## config.mk

```make
export PLATFORM = sky130hd
export DESIGN_NAME = readout_serializer
export DESIGN_NICKNAME = d
export VERILOG_FILES = /design/src/rtl/readout_pkg.sv /design/src/rtl/readout_fifo.sv /design/src/rtl/readout_serializer.sv
export SDC_FILE = /design/constraint.sdc
export NUM_CORES = 1
export LEC_CHECK = 0
export CAP_MARGIN = 20
export CELL_PAD_IN_SITES_DETAIL_PLACEMENT = 1
export CELL_PAD_IN_SITES_GLOBAL_PLACEMENT = 2
export CORE_ASPECT_RATIO = 1.4
export CORE_MARGIN = 8
export CORE_UTILIZATION = 42
export CTS_BUF_LIST = sky130_fd_sc_hd__clkbuf_4
export CTS_CLUSTER_SIZE = 25
export DETAILED_ROUTE_END_ITERATION = 10
export PLACE_DENSITY = 0.91
export SLEW_MARGIN = 20
export SYNTH_ARGS = -nofsm -noshare
export SYNTH_HDL_FRONTEND = slang
export SYNTH_SLANG_ARGS = --single-unit
```

## constraint.sdc

```tcl
create_clock -name clk -period 3.3 [get_ports clk]
set_clock_uncertainty 0.1 [all_clocks]
set_input_delay 0.66 -clock clk [delete_from_list [all_inputs] [get_ports clk]]
set_output_delay 0.66 -clock clk [all_outputs]
set_load 0.005 [all_outputs]
```

## src/rtl/readout_pkg.sv

```systemverilog
// Shared types and helpers for the readout serializer slice.
// Optional feature macro used by this slice: READOUT_PARITY_EN (even parity bit per frame).
package readout_pkg;

   typedef enum logic [1:0] {
      IDLE  = 2'd0,
      SHIFT = 2'd1,
      GAP   = 2'd2
   } state_t;

   localparam int DEF_DATA_W     = 8;
   localparam int DEF_FIFO_DEPTH = 4;
   localparam int DEF_CLK_DIV    = 1;
   localparam int DEF_GAP_BITS   = 1;

   // Bits needed for a counter running 0..n-1, never less than one bit.
   function automatic int cnt_w(input int n);
      return (n <= 2) ? 1 : $clog2(n);
   endfunction

endpackage

```

## src/rtl/readout_fifo.sv

```systemverilog
// Small synchronous FIFO with push/pop, full/empty and an explicit level count.
// Head word is visible combinationally so the consumer can load it on the pop edge.
module readout_fifo #(
   parameter int DATA_W     = 8,
   parameter int FIFO_DEPTH = 4
) (
   input  logic                          clk,
   input  logic                          rst,
   input  logic                          push,
   input  logic [DATA_W-1:0]             push_data,
   input  logic                          pop,
   output logic [DATA_W-1:0]             head_data,
   output logic                          full,
   output logic                          empty,
   output logic [$clog2(FIFO_DEPTH):0]   level
);

   localparam int PTR_W = $clog2(FIFO_DEPTH);
   localparam int LVL_W = PTR_W + 1;

   logic [DATA_W-1:0] mem [FIFO_DEPTH];
   logic [PTR_W-1:0]  wr_ptr_reg;
   logic [PTR_W-1:0]  rd_ptr_reg;
   logic [LVL_W-1:0]  level_reg;
   logic              do_push;
   logic              do_pop;

   assign full      = (level_reg == LVL_W'(FIFO_DEPTH));
   assign empty     = (level_reg == '0);
   assign level     = level_reg;
   assign head_data = mem[rd_ptr_reg];

   // A full FIFO refuses a push even when a pop frees a slot in the same cycle.
   assign do_push = push && !full;
   assign do_pop  = pop && !empty;

   // Storage array; no reset needed, contents are qualified by level.
   always_ff @(posedge clk) begin
      if (do_push) begin
         mem[wr_ptr_reg] <= push_data;
      end
   end

   // Pointers wrap naturally at the power-of-two depth; level tracked separately.
   always_ff @(posedge clk) begin
      if (rst) begin
         wr_ptr_reg <= '0;
         rd_ptr_reg <= '0;
         level_reg  <= '0;
      end else begin
         if (do_push) begin
            wr_ptr_reg <= wr_ptr_reg + 1'b1;
         end
         if (do_pop) begin
            rd_ptr_reg <= rd_ptr_reg + 1'b1;
         end
         case ({do_push, do_pop})
            2'b10:   level_reg <= level_reg + 1'b1;
            2'b01:   level_reg <= level_reg - 1'b1;
            default: level_reg <= level_reg;
         endcase
      end
   end

endmodule

```

## src/rtl/readout_serializer.sv

```systemverilog
// Readout serializer: buffers words in a FIFO and shifts each out MSB-first
// with frame and per-bit strobe qualifiers, all driven from flops.
// Define READOUT_PARITY_EN to append an even-parity bit to every frame.
module readout_serializer
   import readout_pkg::*;
#(
   parameter int DATA_W     = DEF_DATA_W,
   parameter int FIFO_DEPTH = DEF_FIFO_DEPTH,
   parameter int CLK_DIV    = DEF_CLK_DIV,
   parameter int GAP_BITS   = DEF_GAP_BITS
) (
   input  logic                          clk,
   input  logic                          rst,
   input  logic                          ena,
   input  logic [DATA_W-1:0]             s_data,
   input  logic                          s_valid,
   output logic                          s_ready,
   output logic                          ser_data,
   output logic                          ser_frame,
   output logic                          ser_strobe,
   output logic                          busy,
   output logic [$clog2(FIFO_DEPTH):0]   fifo_level
);

`ifdef READOUT_PARITY_EN
   localparam int SH_W = DATA_W + 1;
`else
   localparam int SH_W = DATA_W;
`endif
   localparam int NBITS   = SH_W;
   localparam int GAP_CYC = GAP_BITS * CLK_DIV;
   localparam int DIV_W   = cnt_w(CLK_DIV);
   localparam int BIT_W   = cnt_w(NBITS);
   localparam int GAP_W   = cnt_w(GAP_CYC);

   localparam logic [DIV_W-1:0] DIV_LAST = DIV_W'(CLK_DIV - 1);
   localparam logic [BIT_W-1:0] BIT_LAST = BIT_W'(NBITS - 1);
   localparam logic [GAP_W-1:0] GAP_LAST = GAP_W'(GAP_CYC - 1);

   state_t            state_reg;
   logic [SH_W-1:0]   shreg_reg;
   logic [DIV_W-1:0]  div_reg;
   logic [BIT_W-1:0]  bit_reg;
   logic [GAP_W-1:0]  gap_reg;
   logic              ser_data_reg;
   logic              ser_frame_reg;
   logic              ser_strobe_reg;

   logic [DATA_W-1:0] head_data;
   logic              fifo_full;
   logic              fifo_empty;
   logic              pop;
   logic [SH_W-1:0]   load_word;

   readout_fifo #(
      .DATA_W     (DATA_W),
      .FIFO_DEPTH (FIFO_DEPTH)
   ) u_fifo (
      .clk       (clk),
      .rst       (rst),
      .push      (s_valid),
      .push_data (s_data),
      .pop       (pop),
      .head_data (head_data),
      .full      (fifo_full),
      .empty     (fifo_empty),
      .level     (fifo_level)
   );

   // The parity bit rides as the shift register's trailing bit.
`ifdef READOUT_PARITY_EN
   assign load_word = {head_data, ^head_data};
`else
   assign load_word = head_data;
`endif

   // New frames start only from IDLE, so ena never truncates a frame in flight.
   assign pop        = (state_reg == IDLE) && ena && !fifo_empty;
   assign s_ready    = !fifo_full;
   assign busy       = (state_reg != IDLE) || (fifo_level != '0);
   assign ser_data   = ser_data_reg;
   assign ser_frame  = ser_frame_reg;
   assign ser_strobe = ser_strobe_reg;

   // Frame FSM with divider, bit counter, shift register and registered serial outputs.
   always_ff @(posedge clk) begin
      if (rst) begin
         state_reg      <= IDLE;
         shreg_reg      <= '0;
         div_reg        <= '0;
         bit_reg        <= '0;
         gap_reg        <= '0;
         ser_data_reg   <= 1'b0;
         ser_frame_reg  <= 1'b0;
         ser_strobe_reg <= 1'b0;
      end else begin
         ser_data_reg   <= 1'b0;
         ser_frame_reg  <= 1'b0;
         ser_strobe_reg <= 1'b0;
         case (state_reg)
            IDLE: begin
               if (pop) begin
                  shreg_reg <= load_word;
                  div_reg   <= '0;
                  bit_reg   <= '0;
                  state_reg <= SHIFT;
               end
            end
            SHIFT: begin
               ser_frame_reg  <= 1'b1;
               ser_data_reg   <= shreg_reg[SH_W-1];
               ser_strobe_reg <= (div_reg == '0);
               if (div_reg == DIV_LAST) begin
                  div_reg   <= '0;
                  shreg_reg <= shreg_reg << 1;
                  if (bit_reg == BIT_LAST) begin
                     bit_reg   <= '0;
                     gap_reg   <= '0;
                     state_reg <= GAP;
                  end else begin
                     bit_reg <= bit_reg + 1'b1;
                  end
               end else begin
                  div_reg <= div_reg + 1'b1;
               end
            end
            GAP: begin
               if (gap_reg == GAP_LAST) begin
                  state_reg <= IDLE;
               end else begin
                  gap_reg <= gap_reg + 1'b1;
               end
            end
            default: state_reg <= IDLE;
         endcase
      end
   end

endmodule

```

==> results of run 1 <==
[synth_stat cells, types with 3 or more instances]
master,count,area (sq um)
or3_1,3,18.8
a21oi_1,17,85.1
o211ai_1,3,22.5
nand3_1,3,15.0
buf_2,3,15.0
mux4_2,8,180
a32oi_1,7,61.3
ha_1,7,87.6
nor2_1,8,30.0
dfxtp_1,25,500
inv_1,6,22.5
o21ai_0,10,50.1
edfxtp_1,32,961
clkbuf_1,4,15.0
and3_1,4,25.0
[routing by layer]
metal  vias up  track usage, %  wire length, um
li1        678               -                -
met1       720            12.7             1810
met2        27            23.5             2600
met3         7            4.84              221
met4         0            6.72               84
met5         -               0                0
[stage by stage]
stage / hold WS, ns / setup slack (ns)
after floorplan: 0.323 / 0.977
after global placement: 0.335 / 0.450
after detailed placement: 0.346 / 0.324
after CTS: 0.373 / 0.489
after global routing: 0.401 / 0.412
final: 0.365 / 0.534
[how the worst max path moves through the flow]
stage | start | endpoint | slack, ns | depth (start not counted)
global route | state_reg[0] | busy | 0.41 | 3
global placement | ena | u_fifo.level[2] | 0.45 | 9
CTS | state_reg[0] | busy | 0.49 | 3
detailed placement | ena | u_fifo.level[2] | 0.32 | 9
floorplan | u_fifo.level[2] | u_fifo.level[2] | 0.98 | 9
finish | state_reg[0] | busy | 0.53 | 3
[critical path: cells and delay by family (launching register included)]
family / cells / cell delay (ns)
AND/OR/NAND/NOR: 2 / 0.78
flip-flops: 1 / 0.37
buffers and inverters: 1 / 0.46
[cells by family (layout without fill, tap and decap cells)]
| group | Yosys count | count (layout) | share of synthesized area [%] |
|---|---|---|---|
| flip-flops | 57 | 57 | 64.0 |
| XOR/XNOR | 2 | 2 | 0.767 |
| multiplexers | 8 | 8 | 7.89 |
| buffers and inverters | 15 | 42 | 2.63 |
| AO/OA/AOI/OAI | 45 | 45 | 12.5 |
| AND/OR/NAND/NOR | 30 | 30 | 7.45 |
| adder cells (fa/ha/maj) | 8 | 8 | 4.71 |
[cell type report]
cell class	count	share of cell area, %
Timing Repair Buffer	20	7.35
Clock inverter	7	3.49
Tap cell	68	3.16
Clock buffer	9	2.51
Multi-Input combinational cell	93	28.3
Inverter	6	0.837
Sequential cell	57	54.3
[power by group through the flow]
stage / Sequential, W / Combinational (W) / Clock [W]
after detailed placement: 0.000980 / 0.000548 / 0
after CTS: 0.000965 / 0.000554 / 0.000591
after global placement: 0.000969 / 0.000515 / 0
final: 0.000962 / 0.000549 / 0.000575
after global routing: 0.000981 / 0.000603 / 0.000623
after floorplan: 0.000933 / 0.000387 / 0
==> key figures, run 1 <==
Detailed routing
  – TritonRoute pass-1 iters: 4
  – DRT antenna net count: 0
  – DRT iter0 DRCs: 88
  – Drt drc: 0
  – WL per Instance: 18.2 um
  – Vias/cell: 5.51
  – Vias: 1,432
  – Routed Wire Length: 4720 um

Hold path
  – Hold Crit Class: reg -> reg
  – Endpoint, Worst Hold: ser_data
  – Hold path startpoint: shreg_reg[7]
  – Hold path depth: 1

Layout
  – Multi-input gate area: 762 sq um
  – Commonest non-fill, non-tap cell in the layout: edfxtp_1
  – Reg area: 0.00146 sq mm
  – Post-route cell area: 0.00269 sq mm
  – Post-Route Utilization: 50.1%
  – Layout Nets: 207
  – Share of layout cells above drive strength 1: 14.1%
  – Most frequent cells in the layout: edfxtp_1, dfxtp_1, clkdlybuf4s50_1, a21oi_1, o21ai_0
  – Non-Filler Instances: 260
  – Fill cells: 558
  – Antenna diodes: 0
  – Largest register FFs: 32
  – P&R area growth vs syn: 17.8%

Power and ir drop
  – PD cells: 775 mW/mm^2
  – P_sw: 0.000657 W
  – Lkg Pwr: 0.910 nW
  – Worst IR Drop VDD: 388 uV
  – Flop pwr share: 46.1%
  – Power Total: 0.00209 W
  – Combinational cell fraction of total power: 26.3%
  – Internal power: 0.00143 W
  – Sw Share: 31.5%
  – Clock power share: 27.6%

Worst setup path
  – Crit path required time: 2.54 ns
  – Worst path max stage delay: 0.46 ns
  – Worst R2R End: u_fifo.level[2]
  – Worst path arrival time: 2.01 ns
  – Worst-case reg-to-reg path depth: 8
  – CP Capture Type: output port
  – Startpoint types: flip-flop
  – Critical path type: reg -> out
  – Worst r2r src: u_fifo.level[2]
  – CP max stage cell: clkdlybuf4s50_1
  – R2R Setup Slk: 0.75 ns
  – Critical-path cell list: or2_0 > or4_1 > clkdlybuf4s50_1
  – Worst-path maximum fanout: 8

Clocking
  – CTS Sinks: 57
  – H-tree depth: 3
  – Clk Latency, worst-skew pair: 0.40 ns
  – CTS tree: done
  – Clock Pin Slew Worst Setup and Hold Paths: 0.11 ns
  – Root buffer cell: clkbuf_4
  – Clock Tree Buf Depth: 2
  – Post_cts resized: 0
  – CTS Buf Count: 9
  – # hold bufs at CTS: 0
  – Postcts setup bufs: 0

Synthesis
  – Netlist cell types: 34
  – Post-synth EDFFs: 32
  – Synth Net Count: 185
  – Ys Warns: 0
  – Post-synth ARST share: 0%
  – Synthesized cell area: 0.00228 sq mm
  – FF+latch count, synth: 57
  – Cells after synthesis: 165
  – Primary FF master, synth: edfxtp_1
  – Avg Cell Area, Syn: 13.8 sq um
  – Sequential share of the synthesized area: 64.0%

Global route
  – Total GRT Usage: 13.0%
  – First-pass GRT wire length: 7890 um
  – Initial antenna violation count: 0
  – Largest net degree at the start of global routing: 14
  – Vias in the first global route: 1,590
  – Total grt overflow: 0

Floorplan
  – Die Y-Extent: 103 um
  – Std cell rows: 32
  – Die Wd: 78.3 um
  – Effective utilization at floorplan: 42.6%
  – Boundary Pins: 20
  – Core ar.: 0.00537 sq mm
  – Die ar.: 0.00809 sq mm

STA
  – Final setup viols: 0
  – Fmax: 362 MHz
  – Tightest Pin Transition: 0.750 ns
  – Fin crit share: 83.8%
  – Fin. Hold Viols: 0
  – RSZ-0062 raised after global routing: no
  – Slew Viols, Final: 0
  – Tmin final: 2.77 ns
  – Fin Setup TNS: 0 ns
  – Relative max-transition margin: 49.6%

Placement
  – IO Port Bufs: 19
  – Gpl congestion: 0.790
  – Placed cell count: 244
  – Area after DPL: 0.00253 sq mm
  – Post-DP HPWL: 3360 um

Outcome
  – Status: completed

Flow run
  – Max-Cap Viols: 0
(Power assumes the default switching activity.)
==> run 2, diff against run 1 <==
- CORE_UTILIZATION: 42 -> 38
- PLACE_DENSITY: 0.91 -> 0.88
- clock period: 3.3 -> 2.45 ns (I/O delays scaled with it)
==> run 2 against run 1 <==
Compared with the run above:
- routed wire length increased by 2.8%
- power increased by 34%
- hold slack improved by 0.0075 ns
- cell count increased by 4.6%
- utilization decreased by 2.7 points
- count of clock-buffer cells in the layout unchanged
- critical path depth increased by 6
- global-route usage decreased by 0.87 points
- first-iteration DRC count increased by 1.1%
- sequential power increased by 33%
- largest power group unchanged
==> key figures, run 2 (synthesis results as in run 1) <==
Layout
  – Multi-input gate area: 762 sq um (unchanged)
  – Commonest non-fill, non-tap cell in the layout: edfxtp_1
  – Largest register FFs: 32 (unchanged)
  – Fill cells: 601 (+7.7%)
  – Layout Nets: 217 (+4.8%)
  – Reg area: 0.00147 sq mm (+0.43%)
  – Most frequent cells in the layout: edfxtp_1, dfxtp_1, a21oi_1, clkdlybuf4s50_1, buf_4
  – Antenna diodes: 0 (unchanged)
  – P&R area growth vs syn: 20.9%
  – Share of layout cells above drive strength 1: 19.8% (+5.7 points)

Worst setup path
  – Worst-case reg-to-reg path depth: 8 (unchanged)
  – Crit path required time: 2.68 ns (+0.14 ns)
  – Worst-path maximum fanout: 2 (-6)
  – Worst path arrival time: 2.50 ns (+0.49 ns)
  – Worst setup path start: ena
  – CP Capture Type: flip-flop
  – Critical path type: in -> reg
  – Startpoint types: input pin
  – Worst R2R End: u_fifo.level[2]
  – R2R Setup Slk: 0.18 ns (-0.57 ns)
  – Worst r2r src: u_fifo.level[1]

Floorplan
  – Die Wd: 81.5 um (+4.1%)
  – Effective utilization at floorplan: 39.2% (-3.3 points)
  – Die Y-Extent: 108 um (+4.3%)
  – Std cell rows: 33 (+3.1%)
  – Die ar.: 0.00878 sq mm (+8.6%)
  – Boundary Pins: 20 (unchanged)
  – Core ar.: 0.00582 sq mm (+8.5%)

STA
  – Fin Setup TNS: 0 ns (unchanged)
  – RSZ-0062 raised after global routing: no
  – Fin. Hold Viols: 0 (unchanged)
  – Relative max-transition margin: 54.8% (+5.2 points)
  – Slew Viols, Final: 0 (unchanged)
  – Tightest Pin Transition: 0.673 ns (-0.0770 ns)
  – Fin crit share: 92.7%
  – Tmin final: 2.27 ns
  – Final setup viols: 0 (unchanged)
  – Fmax: 440 MHz

Clocking
  – H-tree depth: 3 (unchanged)
  – Root buffer cell: clkbuf_4
  – CTS tree: done
  – # hold bufs at CTS: 0 (unchanged)
  – CTS Sinks: 57 (unchanged)
  – CTS Buf Count: 9 (unchanged)
  – Clock Tree Buf Depth: 2 (unchanged)
  – Clock Pin Slew Worst Setup and Hold Paths: 0.11 ns (about the same)
  – Clk Latency, worst-skew pair: 0.40 ns (about the same)

Placement
  – IO Port Bufs: 19 (unchanged)
  – Gpl congestion: 0.750 (-5.0%)
  – Post-DP HPWL: 3510 um (+4.5%)

Hold path
  – Hold path startpoint: shreg_reg[7]
  – Hold path depth: 1 (unchanged)
  – Hold Crit Class: reg -> reg
  – Endpoint, Worst Hold: ser_data

Detailed routing
  – Vias: 1,467 (+2.4%)
  – Vias/cell: 5.39 (-2.1%)
  – TritonRoute pass-1 iters: 5 (+1)
  – DRT iter0 DRCs: 89 (+1.1%)
  – WL per Instance: 17.8 um (-1.8%)
  – Routed Wire Length: 4850 um (+2.8%)
  – DRT antenna net count: 0 (unchanged)
  – Drt drc: 0 (unchanged)

Global route
  – Total GRT Usage: 12.2% (-0.87 points)
  – First-pass GRT wire length: 7820 um (-0.87%)
  – Total grt overflow: 0 (unchanged)
  – Initial antenna violation count: 0 (unchanged)
  – Vias in the first global route: 1,623 (+2.1%)
  – Largest net degree at the start of global routing: 13 (-1)

Power and ir drop
  – Lkg Pwr: 0.952 nW (+4.6%)
  – Power Total: 0.00279 W (+34%)
  – Worst IR Drop VDD: 434 uV (+12%)
  – PD cells: 1010 mW/mm^2 (+31%)

Flow run
  – Max-Cap Viols: 0 (unchanged)

Outcome
  – Status: completed
## run 2: cell count changes in the layout (fill, tap and decap cells not counted), sizes merged
cell,previous run,this run
clkdlybuf4s50,19,17
dlygate4sd2,0,1
dlymetal6s2s,0,1
buf,1,11
inv,7,8
bufinv,2,1
clkinvlp,2,3
clkinv,2,1
## run 2: worst max path at each step
| stage | endpoint | slack [ns] |
|---|---|---|
| 6_report | u_fifo.level[2] | 0.18 |
| 3_5_place_dp | u_fifo.level[2] | -0.23 |
| 3_3_place_gp | u_fifo.level[2] | -0.1 |
| 4_1_cts | s_ready | 0.03 |
| 2_1_floorplan | u_fifo.level[2] | 0.13 |
| 5_1_grt | u_fifo.level[2] | 0.04 |
## run 2: report_power, final
part	leakage, nW	internal, W	total, W	switching [W]
clock	0.0692	0.000318	0.000698	0.000380
sequential	0.499	0.00116	0.00128	0.000118
combinational	0.384	0.000396	0.000814	0.000417
total	0.952	0.00188	0.00279	0.000915
## run 2: timing repair
action | in CTS | in global routing
setup endpoints to repair | 2 | 1
resized for setup | 5 | 2
setup buffers | 0 | 0
## run 2: layout make-up
cell class | instances | share of cell area, %
flip-flops and latches | 57 | 53.2
multi-input cells | 93 | 27.6
repair buffers | 30 | 9.93
well taps | 70 | 3.17
clock inverters | 7 | 2.86
clock buffers | 9 | 2.45
inverters | 6 | 0.816
## run 2: critical path, cell delays in order
cell	delay, ns
clkdlybuf4s50_1	0.50
o31ai_2	0.08
nor2_1	0.16
ha_1	0.20
inv_1	0.06
fa_1	0.38
xor2_1	0.16
or3_1	0.31
a21oi_1	0.15
## run 2: per-layer routing
layer  up-vias  GRT usage (%)  routed length [um]
met4         0           8.59                 136
met2        32           19.8                2560
met3        12           4.18                 167
li1        698              -                   -
met1       725           12.6                1990
met5         -              0                   0
## run 2: through the flow
step / util (%) / area [sq um] / cells / setup WS (ns) / hold slack (ns)
floorplan: - / 2280 / 165 / 0.127 / 0.323
global placement: 44.8 / 2610 / 256 / -0.0995 / 0.337
detailed placement: 44.8 / 2610 / 256 / -0.229 / 0.353
CTS: 47.3 / 2760 / 272 / 0.0310 / 0.379
global route: 47.4 / 2760 / 272 / 0.0440 / 0.402
finish: 47.4 / 2760 / 272 / 0.179 / 0.373
